<file path="src/rtl/chemical_safety_responder.sv">
// chemical_safety_responder
//   Debounces an alarm request into a latched, acknowledgeable alarm, and
//   debounces a vent-valve request into a valve latch that stays open for a
//   minimum hold time after the request drops. During an unacknowledged alarm
//   the valve is also forced open.
//
// Ports
//   clk          rising-edge clock for all state
//   rst_n        asynchronous active-low reset
//   alarm_req    alarm request level (synchronous to clk)
//   valve_req    vent-valve request level (synchronous to clk)
//   ack          operator acknowledge, sampled every cycle
//   siren        audible alarm drive (high only in ALARM)
//   valve_open   vent valve drive (valve latch OR state==ALARM)
//   alarm_active high in ALARM or ACKED
//   state        IDLE=0, PENDING=1, ALARM=2, ACKED=3
//   alarm_count  accepted alarms, saturating
module chemical_safety_responder #(
  parameter int DEB_CYCLES  = 4,
  parameter int HOLD_CYCLES = 16,
  parameter int CNT_W       = 8
) (
  input  logic             clk,
  input  logic             rst_n,
  input  logic             alarm_req,
  input  logic             valve_req,
  input  logic             ack,
  output logic             siren,
  output logic             valve_open,
  output logic             alarm_active,
  output logic [1:0]       state,
  output logic [CNT_W-1:0] alarm_count
);

  typedef enum logic [1:0] {
    IDLE    = 2'd0,
    PENDING = 2'd1,
    ALARM   = 2'd2,
    ACKED   = 2'd3
  } state_t;

  // Debounce counters hold the number of high samples seen so far, so the
  // accepting edge is the one where the counter already equals DEB_CYCLES-1.
  localparam logic [7:0]       DEB_LAST  = 8'(DEB_CYCLES - 1);
  localparam logic [7:0]       HOLD_INIT = 8'(HOLD_CYCLES);
  localparam logic [CNT_W-1:0] CNT_MAX   = '1;
  localparam logic [CNT_W-1:0] CNT_ONE   = CNT_W'(1);

  state_t           st_q, st_nxt;
  logic [7:0]       adeb_q, adeb_nxt;
  logic [7:0]       vdeb_q, vdeb_nxt;
  logic [7:0]       hold_q, hold_nxt;
  logic             latch_q, latch_nxt;
  logic [CNT_W-1:0] cnt_q, cnt_nxt;
  logic             siren_q, vopen_q, active_q;

  // Alarm FSM next-state and event counter
  always_comb begin
    st_nxt   = st_q;
    adeb_nxt = adeb_q;
    cnt_nxt  = cnt_q;
    case (st_q)
      IDLE: begin
        if (alarm_req) begin
          if (DEB_CYCLES == 1) begin
            st_nxt   = ALARM;
            adeb_nxt = 8'd0;
          end else begin
            st_nxt   = PENDING;
            adeb_nxt = 8'd1;
          end
        end
      end
      PENDING: begin
        if (!alarm_req) begin
          st_nxt   = IDLE;
          adeb_nxt = 8'd0;
        end else if (adeb_q == DEB_LAST) begin
          st_nxt   = ALARM;
          adeb_nxt = 8'd0;
        end else begin
          adeb_nxt = adeb_q + 8'd1;
        end
      end
      // Latched: only ack leaves ALARM, regardless of alarm_req.
      ALARM: begin
        if (ack) st_nxt = ACKED;
      end
      ACKED: begin
        if (!alarm_req) st_nxt = IDLE;
      end
      default: st_nxt = IDLE;
    endcase
    if ((st_nxt == ALARM) && (st_q != ALARM) && (cnt_q != CNT_MAX))
      cnt_nxt = cnt_q + CNT_ONE;
  end

  // Valve debounce and hold. hold_q==0 while latched means "not holding";
  // the first low sample loads the counter, later low samples count it down.
  always_comb begin
    latch_nxt = latch_q;
    vdeb_nxt  = vdeb_q;
    hold_nxt  = hold_q;
    if (!latch_q) begin
      if (valve_req) begin
        if (vdeb_q == DEB_LAST) begin
          latch_nxt = 1'b1;
          vdeb_nxt  = 8'd0;
        end else begin
          vdeb_nxt = vdeb_q + 8'd1;
        end
      end else begin
        vdeb_nxt = 8'd0;
      end
    end else if (valve_req) begin
      hold_nxt = 8'd0;
    end else if (hold_q == 8'd0) begin
      hold_nxt = HOLD_INIT;
    end else if (hold_q == 8'd1) begin
      hold_nxt  = 8'd0;
      latch_nxt = 1'b0;
    end else begin
      hold_nxt = hold_q - 8'd1;
    end
  end

  // State and output registers; outputs are registered from next-state values
  // so they change coincident with the state they describe.
  always_ff @(posedge clk or negedge rst_n) begin
    if (!rst_n) begin
      st_q     <= IDLE;
      adeb_q   <= 8'd0;
      vdeb_q   <= 8'd0;
      hold_q   <= 8'd0;
      latch_q  <= 1'b0;
      cnt_q    <= '0;
      siren_q  <= 1'b0;
      vopen_q  <= 1'b0;
      active_q <= 1'b0;
    end else begin
      st_q     <= st_nxt;
      adeb_q   <= adeb_nxt;
      vdeb_q   <= vdeb_nxt;
      hold_q   <= hold_nxt;
      latch_q  <= latch_nxt;
      cnt_q    <= cnt_nxt;
      siren_q  <= (st_nxt == ALARM);
      vopen_q  <= latch_nxt | (st_nxt == ALARM);
      active_q <= (st_nxt == ALARM) || (st_nxt == ACKED);
    end
  end

  assign state        = st_q;
  assign siren        = siren_q;
  assign valve_open   = vopen_q;
  assign alarm_active = active_q;
  assign alarm_count  = cnt_q;

endmodule

</file>
<file path="config.mk">
export PLATFORM = sky130hd
export DESIGN_NAME = chemical_safety_responder
export DESIGN_NICKNAME = d
export VERILOG_FILES = /design/src/rtl/chemical_safety_responder.sv
export SDC_FILE = /design/constraint.sdc
export NUM_CORES = 1
export LEC_CHECK = 0
export CAP_MARGIN = 5
export CELL_PAD_IN_SITES_DETAIL_PLACEMENT = 2
export CELL_PAD_IN_SITES_GLOBAL_PLACEMENT = 2
export CORE_MARGIN = 2
export CORE_UTILIZATION = 37
export CTS_CLUSTER_DIAMETER = 120
export DETAILED_ROUTE_END_ITERATION = 16
export PLACE_DENSITY = 0.76
export SLEW_MARGIN = 20
export SYNTH_ARGS = -nofsm -noshare
export SYNTH_HDL_FRONTEND = slang
export SYNTH_SLANG_ARGS = --single-unit
</file>
<file path="constraint.sdc">
create_clock -name clk -period 2.35 [get_ports clk]
set_input_delay 0.5875 -clock clk [delete_from_list [all_inputs] [get_ports clk]]
set_output_delay 0.5875 -clock clk [all_outputs]
set_load 0.05 [all_outputs]
</file>
==> results.sh <==
export IMPL_cts_resized=0
export IMPL_hold_class="primary input to async pin"
export IMPL_multi_input_area_um2=980
export IMPL_place_area_um2=2280
export IMPL_rsz0062_at_grt="no"
export IMPL_grt_pass1_wl_mm=9.47
export IMPL_p_per_area_nw_per_um2=997
export IMPL_via_count=1666
export IMPL_status="complete, no violations"
export IMPL_grt_total_usage_pct=20.0
export IMPL_worstSetupPathType="flop to primary output"
export IMPL_cp_arrival_ps=1650
export IMPL_synthAdderAreaFrac_pct=3.16
export IMPL_dieArea_um2=5960
export IMPL_critical_path_top_delay_family="buffers and inverters"
export IMPL_grt_pass1_vias=1895
export IMPL_clockBufferDepth=2
export IMPL_cts_htree_levels=2
export IMPL_synth_area_per_cell_um2=10.1
export IMPL_drc_errors=0
export IMPL_rr_worst_depth=5
export IMPL_slew_violations=0
export IMPL_nets=234
export IMPL_r2r_start="hold_q[0]"
export IMPL_rrSetupSlack_ps=310
export IMPL_worstSetupEndpointType="primary output"
export IMPL_cts_hold_buffers=0
export IMPL_yosysUniqueCellTypes=48
export IMPL_async_flop_share_pct=100
export IMPL_die_h_um=77.2
export IMPL_final_hold_violation_count=0
export IMPL_wl_mm=5.33
export IMPL_tightest_slew_ps=564
export IMPL_root_buffer="clkbuf_8"
export IMPL_antenna_found_initial=0
export IMPL_setup_violations=0
export IMPL_start_util_pct=38.6
export IMPL_max_slew_margin_pct=62.1
export IMPL_insertion_delay_ps=300
export IMPL_ys_flop_type="dfrtp_1"
export IMPL_antenna_cells=0
export IMPL_yosys_area_share_xor_xnor_pct=3.98
export IMPL_postSynthCellCount=196
export IMPL_postLayoutCellArea_um2=2360
export IMPL_tns_ps=0
export IMPL_whs_ps=232
export IMPL_std_cell_rows=26
export IMPL_worstReg2RegEnd="hold_q[6]"
export IMPL_synth_edf_count=0
export IMPL_cap_violations=0
export IMPL_fillers=586
export IMPL_cp_required_ps=1760
export IMPL_drtIter0Drc=64
export IMPL_ys_seq_area_share_pct=48.0
export IMPL_cp_depth=1
export IMPL_drt_pass1_iterations=4
export IMPL_viasPerCell=5.67
export IMPL_pin_count=18
export IMPL_synth_top_family_by_area="simple AND/OR/NAND/NOR gates"
export IMPL_cts_setup_buffers=0
export IMPL_crit_buf_inv=1
export IMPL_slowest_delay_ps=860
export IMPL_port_buffers=17
export IMPL_synth_compound_area_share_pct=18.6
export IMPL_min_period_ps=2230
export IMPL_drive_gt1_share_pct=13.4
export IMPL_max_freq_ghz=0.448
export IMPL_crit_chain="clkdlybuf4s50_1"
export IMPL_areaGrowthSynthToFinish_pct=18.9
export IMPL_syn_nets=206
export IMPL_fp_dieW_um=77.2
export IMPL_routedWlPerCell_um=18.1
export IMPL_power_leakage_nw=1.02
export IMPL_postRouteAntennaNets=0
export IMPL_grt_max_degree=20
export IMPL_fin_worst_skew_ps=9.09
export IMPL_layout_common_cells="38 x dfrtp_1, 18 x o21ai_0, 17 x nand2_1"
export IMPL_vdd_drop_max_uv=481
export IMPL_synth_warnings=0
export IMPL_cts_sinks=38
export IMPL_ys_ff_latch=38
export IMPL_place_congestion=0.792
export IMPL_muxShareOfSynthArea_pct=2.15
export IMPL_mostFrequentLayoutCell="dfrtp_1"
export IMPL_numCtsBuffers=5
export IMPL_clk_pin_slew_ps=80
export IMPL_cp_max_fo=8
export IMPL_overflow=0
export IMPL_cts_tree="yes"
export IMPL_core_region_area_um2=5140
export IMPL_start_kind="flop"
export IMPL_dpl_hpwl_mm=3.99
export IMPL_crit_path_top_delay_cell="clkdlybuf4s50_1"
export IMPL_synth_area_um2=1980
export IMPL_regArea_um2=951
export IMPL_period_share_pct=95.0
export IMPL_synth_simple_area_share_pct=21.5
==> worst max path at each step <==
stage                     slack, ps              to  startpoint
after floorplan                 430  alarm_count[1]    state[0]
after global placement          230  alarm_count[1]   alarm_req
after detailed placement        170       vdeb_q[5]   valve_req
after CTS                       120        state[1]    state[1]
after global routing             70        state[1]    state[1]
final                           120        state[1]    state[1]
==> cells by family (layout without fill, tap and decap cells) <==
group	after synthesis	in the layout
AO/OA/AOI/OAI	57	57
XOR/XNOR	9	9
adder cells (fa/ha/maj)	5	5
buffers and inverters	13	41
flip-flops	38	38
multiplexers	4	4
AND/OR/NAND/NOR	70	70
==> flip-flops by register name (all words and copies together) (netlist names) <==
| signal | cells |
|---|---|
| latch_q | 1 |
| state | 2 |
| vdeb_q | 8 |
| alarm_count | 8 |
| hold_q | 8 |
| siren | 1 |
| alarm_active | 1 |
| valve_open | 1 |
| adeb_q | 8 |
==> Yosys cell counts, types with 3 or more instances <==
master    count  area (um^2)
nand2_1      17         63.8
nand4_1       5         31.3
dfrtp_1      38          951
nand2b_1      4         25.0
nor2_1        8         30.0
a21o_1        3         22.5
o21ai_0      18         90.1
a31oi_1       3         18.8
nand3_1       9         45.0
nor3_1        8         40.0
ha_1          5         62.6
a21oi_1      12         60.1
xor2_1        7         61.3
inv_1         9         33.8
a22o_1        4         35.0
==> metal layers <==
| layer | global-route usage [%] | part of all wire (%) | up-vias |
|---|---|---|---|
| li1 | - | - | 789 |
| met1 | 24.0 | 44 | 846 |
| met2 | 35.7 | 52 | 22 |
| met3 | 2.82 | 2.0 | 9 |
| met4 | 8.21 | 2.1 | 0 |
| met5 | 0 | 0 | - |
==> where the power goes <==
part / internal, mW / switching, mW
combinational: 0.363 / 0.575
clock: 0.199 / 0.235
sequential: 0.784 / 0.192
==> area by class of cell <==
class | count | share of cell area [%]
timing repair buffer | 25 | 9.56
clock buffer | 5 | 2.92
inverter | 9 | 1.43
sequential | 38 | 40.4
clock inverter | 2 | 0.425
multi-input combinational | 145 | 41.6
tap | 70 | 3.72
==> per-stage QoR <==
| step | power, mW | setup slack [ps] | utilization [%] | std cells |
|---|---|---|---|---|
| finish | 2.35 | 117 | 45.8 | 294 |
| global route | 2.52 | 69.2 | 45.8 | 294 |
| CTS | 2.37 | 118 | 45.8 | 294 |
| detailed placement | 1.93 | 165 | 44.3 | 287 |
| global placement | 1.86 | 229 | 44.3 | 287 |
| floorplan | 1.58 | 433 | - | 196 |
No activity file was read; power rests on OpenSTA's default activity.
